[src/rtl/sprite_row_fetcher_if.sv]
// Bundles the row-request, sprite-storage read and pixel-stream signals of the
// sprite row fetcher. slave is the fetcher's view; master is the surrounding system.
interface sprite_row_fetcher_if #(
    parameter int SPRITE_NUM    = 16,
    parameter int SPRITE_WIDTH  = 32,
    parameter int SPRITE_HEIGHT = 32,
    parameter int ADDR_W        = $clog2(SPRITE_WIDTH * SPRITE_HEIGHT)
);
    localparam int SEL_W = $clog2(SPRITE_NUM);

    // row request
    logic             req_valid;
    logic             req_ready;
    logic [SEL_W-1:0] req_select;
    logic [7:0]       req_row;
    logic             req_flip;
    logic             req_err;

    // sprite storage read port
    logic [SEL_W-1:0]  r_select;
    logic [ADDR_W-1:0] r_addr;
    logic [3:0]        r_data;

    // pixel stream
    logic       pix_valid;
    logic       pix_ready;
    logic [3:0] pix_data;
    logic       pix_opaque;
    logic       pix_last;

    modport slave (
        input  req_valid, req_select, req_row, req_flip, r_data, pix_ready,
        output req_ready, req_err, r_select, r_addr, pix_valid, pix_data, pix_opaque, pix_last
    );

    modport master (
        output req_valid, req_select, req_row, req_flip, r_data, pix_ready,
        input  req_ready, req_err, r_select, r_addr, pix_valid, pix_data, pix_opaque, pix_last
    );
endinterface

[src/rtl/sprite_row_fetcher.sv]
// Fetches one row of a stored sprite through a 1-cycle-latency read port and
// streams it as backpressured 4-bit pixels, optionally mirrored horizontally.
module sprite_row_fetcher #(
    parameter int SPRITE_NUM    = 16,
    parameter int SPRITE_WIDTH  = 32,
    parameter int SPRITE_HEIGHT = 32,
    parameter int ADDR_W        = $clog2(SPRITE_WIDTH * SPRITE_HEIGHT)
) (
    input logic                  clock,
    input logic                  reset,
    sprite_row_fetcher_if.slave  bus
);
    localparam int SEL_W = $clog2(SPRITE_NUM);
    localparam int COL_W = $clog2(SPRITE_WIDTH);
    localparam int ROW_W = ADDR_W - COL_W;

    typedef enum logic [1:0] {
        IDLE,
        FETCH,
        DRAIN
    } state_t;

    typedef struct packed {
        logic       last;
        logic [3:0] data;
    } entry_t;

    state_t state, state_next;

    logic [SEL_W-1:0]  sel_q;
    logic [ROW_W-1:0]  row_q;
    logic              flip_q;
    logic [COL_W-1:0]  col_q;
    logic              inflight_q;
    logic              inflight_last_q;
    logic [ADDR_W-1:0] addr_q;
    logic [SEL_W-1:0]  r_select_q;
    logic              req_err_q;

    entry_t     fifo_mem [2];
    logic       rd_ptr;
    logic       wr_ptr;
    logic [1:0] fifo_count;
    entry_t     head;

    logic              req_bad;
    logic              accept;
    logic              reject;
    logic              issue;
    logic              push;
    logic              pop;
    logic              fifo_valid;
    logic              col_is_last;
    logic              credit;
    logic [2:0]        occupancy;
    logic [COL_W-1:0]  col_eff;
    logic [ADDR_W-1:0] fetch_addr;

    // ------------------------------------------------------------------
    // Datapath helpers
    // ------------------------------------------------------------------
    assign req_bad = (32'(bus.req_select) >= SPRITE_NUM) || (32'(bus.req_row) >= SPRITE_HEIGHT);

    assign fifo_valid  = (fifo_count != 2'd0);
    assign pop         = fifo_valid && bus.pix_ready;
    assign push        = inflight_q;
    assign col_is_last = &col_q;

    // Credit counts the slot freed by this cycle's pop so that an unstalled
    // consumer sees one pixel per clock without the FIFO ever exceeding 2.
    assign occupancy = 3'(fifo_count) + 3'(inflight_q) - 3'(pop);
    assign credit    = (occupancy < 3'd2);

    // Widths are powers of two, so row*W + col is a concatenation and the
    // mirrored column W-1-col is the bitwise complement.
    assign col_eff    = flip_q ? ~col_q : col_q;
    assign fetch_addr = {row_q, col_eff};

    // ------------------------------------------------------------------
    // FSM
    // ------------------------------------------------------------------
    always_ff @(posedge clock) begin
        if (reset) state <= IDLE;
        else       state <= state_next;
    end

    // NOTE: every signal driven here gets a default first, so no path can
    // leave one unassigned and infer a latch.
    always_comb begin
        state_next    = state;
        issue         = 1'b0;
        accept        = 1'b0;
        reject        = 1'b0;
        bus.req_ready = 1'b0;
        unique case (state)
            IDLE: begin
                bus.req_ready = 1'b1;
                if (bus.req_valid) begin
                    if (req_bad) begin
                        reject = 1'b1;
                    end else begin
                        accept     = 1'b1;
                        state_next = FETCH;
                    end
                end
            end
            FETCH: begin
                if (credit) begin
                    issue = 1'b1;
                    if (col_is_last) state_next = DRAIN;
                end
            end
            DRAIN: begin
                if (pop && head.last) state_next = IDLE;
            end
            default: state_next = IDLE;
        endcase
    end

    // ------------------------------------------------------------------
    // Request latch, column counter and read-port registers
    // ------------------------------------------------------------------
    // NOTE: sequential state is updated with <= only, so every register
    // samples the pre-edge value of every other register.
    always_ff @(posedge clock) begin
        if (reset) begin
            sel_q           <= '0;
            row_q           <= '0;
            flip_q          <= 1'b0;
            col_q           <= '0;
            inflight_q      <= 1'b0;
            inflight_last_q <= 1'b0;
            addr_q          <= '0;
            r_select_q      <= '0;
            req_err_q       <= 1'b0;
        end else begin
            req_err_q       <= reject;
            inflight_q      <= issue;
            inflight_last_q <= issue && col_is_last;
            if (accept) begin
                sel_q  <= bus.req_select;
                row_q  <= bus.req_row[ROW_W-1:0];
                flip_q <= bus.req_flip;
                col_q  <= '0;
            end
            if (issue) begin
                col_q      <= col_q + COL_W'(1);
                addr_q     <= fetch_addr;
                r_select_q <= sel_q;
            end
        end
    end

    // The read port shows the new address in the issue cycle and holds it otherwise.
    assign bus.r_addr   = issue ? fetch_addr : addr_q;
    assign bus.r_select = issue ? sel_q      : r_select_q;
    assign bus.req_err  = req_err_q;

    // ------------------------------------------------------------------
    // Two-entry pixel FIFO
    // ------------------------------------------------------------------
    always_ff @(posedge clock) begin
        if (reset) begin
            rd_ptr     <= 1'b0;
            wr_ptr     <= 1'b0;
            fifo_count <= 2'd0;
        end else begin
            if (push) wr_ptr <= ~wr_ptr;
            if (pop)  rd_ptr <= ~rd_ptr;
            fifo_count <= fifo_count + 2'(push) - 2'(pop);
        end
    end

    // NOTE: storage entries carry no reset; they are only observed behind
    // fifo_valid, which the pointer/count reset already guarantees is 0.
    always_ff @(posedge clock) begin
        if (push) fifo_mem[wr_ptr] <= '{last: inflight_last_q, data: bus.r_data};
    end

    assign head = fifo_mem[rd_ptr];

    assign bus.pix_valid  = fifo_valid;
    assign bus.pix_data   = fifo_valid ? head.data : 4'd0;
    assign bus.pix_last   = fifo_valid && head.last;
    assign bus.pix_opaque = (bus.pix_data != 4'd0);

    // ------------------------------------------------------------------
    // Design-error checks
    // ------------------------------------------------------------------
    fifo_no_overflow: assert property (
        @(posedge clock) disable iff (reset) !(push && !pop && fifo_count == 2'd2)
    );

    err_only_when_idle: assert property (
        @(posedge clock) disable iff (reset) !(reject && state_next != IDLE)
    );

endmodule

[src/flat_wrapper.sv]
// flat-port wrapper written by rule: the top's interface ports become plain ports
module sprite_row_fetcher_flat 
#(
    parameter int SPRITE_NUM    = 16,
    parameter int SPRITE_WIDTH  = 32,
    parameter int SPRITE_HEIGHT = 32,
    parameter int ADDR_W        = $clog2(SPRITE_WIDTH * SPRITE_HEIGHT)
)
  (clock, reset, bus_req_valid, bus_req_select, bus_req_row, bus_req_flip, bus_r_data, bus_pix_ready, bus_req_ready, bus_req_err, bus_r_select, bus_r_addr, bus_pix_valid, bus_pix_data, bus_pix_opaque, bus_pix_last);
  sprite_row_fetcher_if #(.SPRITE_NUM(SPRITE_NUM), .SPRITE_WIDTH(SPRITE_WIDTH), .SPRITE_HEIGHT(SPRITE_HEIGHT), .ADDR_W(ADDR_W)) bus_i ();
  input logic clock;
  input logic reset;
  input wire logic [$bits(bus_i.req_valid)-1:0] bus_req_valid;
  input wire logic [$bits(bus_i.req_select)-1:0] bus_req_select;
  input wire logic [$bits(bus_i.req_row)-1:0] bus_req_row;
  input wire logic [$bits(bus_i.req_flip)-1:0] bus_req_flip;
  input wire logic [$bits(bus_i.r_data)-1:0] bus_r_data;
  input wire logic [$bits(bus_i.pix_ready)-1:0] bus_pix_ready;
  output wire logic [$bits(bus_i.req_ready)-1:0] bus_req_ready;
  output wire logic [$bits(bus_i.req_err)-1:0] bus_req_err;
  output wire logic [$bits(bus_i.r_select)-1:0] bus_r_select;
  output wire logic [$bits(bus_i.r_addr)-1:0] bus_r_addr;
  output wire logic [$bits(bus_i.pix_valid)-1:0] bus_pix_valid;
  output wire logic [$bits(bus_i.pix_data)-1:0] bus_pix_data;
  output wire logic [$bits(bus_i.pix_opaque)-1:0] bus_pix_opaque;
  output wire logic [$bits(bus_i.pix_last)-1:0] bus_pix_last;
  assign bus_i.req_valid = bus_req_valid;
  assign bus_i.req_select = bus_req_select;
  assign bus_i.req_row = bus_req_row;
  assign bus_i.req_flip = bus_req_flip;
  assign bus_i.r_data = bus_r_data;
  assign bus_i.pix_ready = bus_pix_ready;
  assign bus_req_ready = bus_i.req_ready;
  assign bus_req_err = bus_i.req_err;
  assign bus_r_select = bus_i.r_select;
  assign bus_r_addr = bus_i.r_addr;
  assign bus_pix_valid = bus_i.pix_valid;
  assign bus_pix_data = bus_i.pix_data;
  assign bus_pix_opaque = bus_i.pix_opaque;
  assign bus_pix_last = bus_i.pix_last;
  sprite_row_fetcher #(.SPRITE_NUM(SPRITE_NUM), .SPRITE_WIDTH(SPRITE_WIDTH), .SPRITE_HEIGHT(SPRITE_HEIGHT), .ADDR_W(ADDR_W)) u_core (.clock(clock), .reset(reset), .bus(bus_i));
endmodule
[config.mk]
export PLATFORM = sky130hd
export DESIGN_NAME = sprite_row_fetcher_flat
export DESIGN_NICKNAME = d
export VERILOG_FILES = /design/src/rtl/sprite_row_fetcher_if.sv /design/src/rtl/sprite_row_fetcher.sv /design/src/flat_wrapper.sv
export SDC_FILE = /design/constraint.sdc
export NUM_CORES = 1
export LEC_CHECK = 0
export CAP_MARGIN = 20
export CORE_ASPECT_RATIO = 0.75
export CORE_MARGIN = 1
export CORE_UTILIZATION = 45
export DETAILED_ROUTE_END_ITERATION = 10
export GPL_ROUTABILITY_DRIVEN = 0
export PLACE_DENSITY = 0.71
export SETUP_SLACK_MARGIN = 0.5
export SYNTH_ARGS = -nofsm -noshare
export SYNTH_HDL_FRONTEND = slang
export SYNTH_SLANG_ARGS = --single-unit
[constraint.sdc]
create_clock -name clock -period 4.25 [get_ports clock]
set_input_delay 0.85 -clock clock [delete_from_list [all_inputs] [get_ports clock]]
set_output_delay 0.85 -clock clock [all_outputs]
set_load 0.05 [all_outputs]
==> results by group <==
Global routing
  • Vias in the first global route: 1944
  • Total track usage: 0.228
  • Grt ovf: 0
  • Met1 usage in global routing: 0.302
  • Busiest grt layer: met2
  • Largest net degree at the start of global routing: 34
  • First-pass GRT wire length: 9.47 mm
  • Met3 Use GR: 0.0370
  • Antenna violations before repair: 0
  • Grt met2 use: 0.377

Clock network
  • Worst-path clk slew: 0.09 ns
  • CTS Sinks: 49
  • Clock buffer count from CTS: 5
  • TritonCTS clock tree: built
  • Clock Path Buffers: 2
  • Root Driver: clkbuf_8
  • CTS H-tree depth: 2
  • Worst skew pair latency: 0.30 ns

Timing
  • Minimum clock period after layout: 3.80 ns
  • Worst Tran Pin Value: 0.517 ns
  • Final slew viol count: 0
  • Final setup viols: 0
  • Fmax achieved: 0.263 GHz
  • Crit share post-route: 0.893
  • Final Hold Viols: 0
  • Unrepaired setup endpoints after global routing: true
  • Skew final: 0.00729 ns
  • Slew Limit Headroom: 0.654

Worst setup path
  • Crit path from: bus_pix_ready
  • Most used cell along the critical path: inv_2
  • Critical path's largest stage delay: 0.58 ns
  • Crit path DAT: 2.95 ns
  • Critical Path Start Type: input port
  • Largest fanout on the critical path: 5
  • CP max-delay cell: fa_2
  • Critical path type: input port to primary output
  • RR Startpoint: u_core.fifo_count[1]$_SDFF_PP0_
  • Crit path cell chain: buf_8 -> o21ai_4 -> inv_2 -> ha_4 -> inv_2 -> ha_4 -> inv_2 -> fa_2 -> and3b_2 -> buf_6 -> a21oi_1 -> buf_4 -> nor2_4 -> buf_12
  • CP required: 3.40 ns
  • CP endpoint kind: primary output

Synth
  • FF+latch count, synth: 49
  • Prevailing post-synth register cell: dfxtp_1
  • Syn Nets: 255
  • Post-synth cell types: 42
  • YS warnings: 0
  • Share of flip-flops with an asynchronous set or reset: 0
  • Mean Syn Cell Area: 9.69 µm²
  • Post-synth EDFFs: 10
  • Post-Syn Instances: 229
  • Synthesized cell area: 2220 µm²
  • Seq/Total Area, Yosys: 0.487

Final layout
  • Final non-filler cell total: 367
  • Final core occ: 0.773
  • Commonest non-fill, non-tap cell in the layout: buf_4
  • Fill cells: 280
  • Ratio of cells with drive above 1 in the final layout: 0.413
  • Layout area overhead: 60.3%
  • Antenna cells: 0
  • Final Cell Area: 3560 µm²
  • Fin nets: 335
  • Commonest non-fill, non-tap cells in the layout: buf_4, dfxtp_1, clkdlybuf4s50_1, a21oi_1

Placement
  • DP Area: 3150 µm²
  • Detailed Place HPWL: 3.71 mm
  • I/O Buffers: 43
  • Placed cell count: 343

Outcome
  • Status: completed

Routing
  • Vias per cell: 5.54
  • Drt pass-1 iters: 4
  • Routed vias: 2035
  • Post-route ant nets: 0
  • Routed WL: 5.86 mm
  • Iter 0 DRT Violations: 127
  • DR WL/cell: 16.0 µm
  • # DRC: 0

Pwr
  • Leak Pwr: 1.31 nW
  • VDD IR max: 636 µV
  • Total Power: 2.04 mW
  • PD cells: 572 nW/µm²

Flow run
  • Max-cap violations: 0

Floorplan
  • Die Area: 5220 µm²
  • IO Count: 44
  • Initial Utilization: 0.482
  • Die Height: 62.8 µm
  • Die width: 83.1 µm
  • Area of the core: 4600 µm²
  • Cell Rows: 21

Hold path
  • Worst min path class: flop to flop
  • Min-delay src: u_core.inflight_last_q$_SDFF_PP0_
## synthesized netlist by cell type (2+ instances only)
master	instances	area (µm²)
buf_2	6	30.0
a31oi_1	2	12.5
clkbuf_8	2	27.5
o32ai_1	2	17.5
o21ai_0	17	85.1
a21oi_2	5	43.8
nand4b_1	2	17.5
nor3_2	5	50.1
dfxtp_1	39	781
o21ai_2	5	43.8
nor2b_1	3	18.8
xor2_1	6	52.6
or4_1	2	15.0
edfxtp_1	10	300
clkbuf_1	5	18.8
mux2i_1	5	50.1
nand4_1	2	12.5
ha_1	4	50.1
o221ai_1	2	17.5
nor3_1	7	35.0
nand2b_1	3	18.8
nor3b_1	2	15.0
nor2_1	17	63.8
a21oi_1	21	105
inv_1	7	26.3
nand3_1	20	100
o22ai_1	2	12.5
nand2_1	12	45.0
## worst paths after layout
| kind | end | slack [ns] | cells past startpoint |
|---|---|---|---|
| hold reg to reg | u_core.fifo_mem[0][4]$_DFFE_PP_ | 0.45 | 0 |
| setup / recovery | bus_r_addr[3] | 0.45 | 14 |
| setup reg to reg | u_core.col_q[3]$_SDFFE_PP0P_ | 1.12 | 14 |
| hold / removal | u_core.fifo_mem[0][4]$_DFFE_PP_ | 0.45 | 0 |
## sequential cells by signal, indices dropped and copies added, names as in the netlist, named ones only
name and flops:
u_core.state 2, u_core.wr_ptr 1, u_core.fifo_count 2, u_core.sel_q 4, u_core.bus.req_err 1, u_core.rd_ptr 1, u_core.fifo_mem 10, u_core.flip_q 1
u_core.col_q 5, u_core.inflight_q 1, u_core.r_select_q 4, u_core.inflight_last_q 1, u_core.row_q 5, u_core.addr_q 10
## critical path: cells and delay by family
kind                       cells  cell delay [ns]
buffers and inverters          7             0.68
adders and majority gates      3             0.91
AOI/OAI and AO/OA              2             0.12
and+or+nand+nor                2             0.38
## final cells by class
type / count / area [µm²] / share of cell area
Clock buffer: 6 / 72.6 / 0.0204
Tap cell: 57 / 71.3 / 0.0201
Timing Repair Buffer: 87 / 942 / 0.265
Clock inverter: 2 / 13.8 / 0.00387
Multi-Input combinational cell: 159 / 1350 / 0.379
Sequential cell: 49 / 1080 / 0.304
Inverter: 7 / 26.3 / 0.00739
## stage by stage
step | TNS [ns] | hold slack, ns | setup WS [ns]
3_3_place_gp | 0 | 0.405 | 0.0240
6_report | 0 | 0.445 | 0.455
2_1_floorplan | 0 | 0.404 | 0.465
4_1_cts | 0 | 0.444 | 0.366
5_1_grt | 0 | 0.457 | 0.388
3_5_place_dp | -0.152 | 0.422 | -0.0360
## power breakdown
part           total, mW  switching (mW)  leakage (nW)  internal, mW
logic               1.20           0.721         0.864         0.481
clock network      0.281           0.165        0.0417         0.117
registers          0.552          0.0459         0.403         0.506
## what timing repair did
action	in CTS	in global routing
pin swaps	11	11
hold endpoints to repair	0	0
setup buffers	9	6
hold buffers	0	0
setup endpoints to repair	14	14
gates resized for setup	31	16
gates cloned	1	0
## logic make-up (layout without fill, tap and decap cells)
group | count (synthesis) | in the layout | share of synthesized area
and+or+nand+nor | 83 | 84 | 0.209
DFF | 49 | 49 | 0.487
AOI/OAI and AO/OA | 56 | 56 | 0.152
adders and majority gates | 5 | 5 | 0.0316
muxes | 5 | 5 | 0.0226
xor gates and xnor gates | 9 | 9 | 0.0423
buffers and inverters | 22 | 102 | 0.0547
## per-layer routing
layer	wire length, µm	part of all wire
met1	2630	0.45
met2	2850	0.49
met3	311	0.053
met4	73	0.012
met5	0	0
Note: power is estimated with default switching activity, not from simulation.
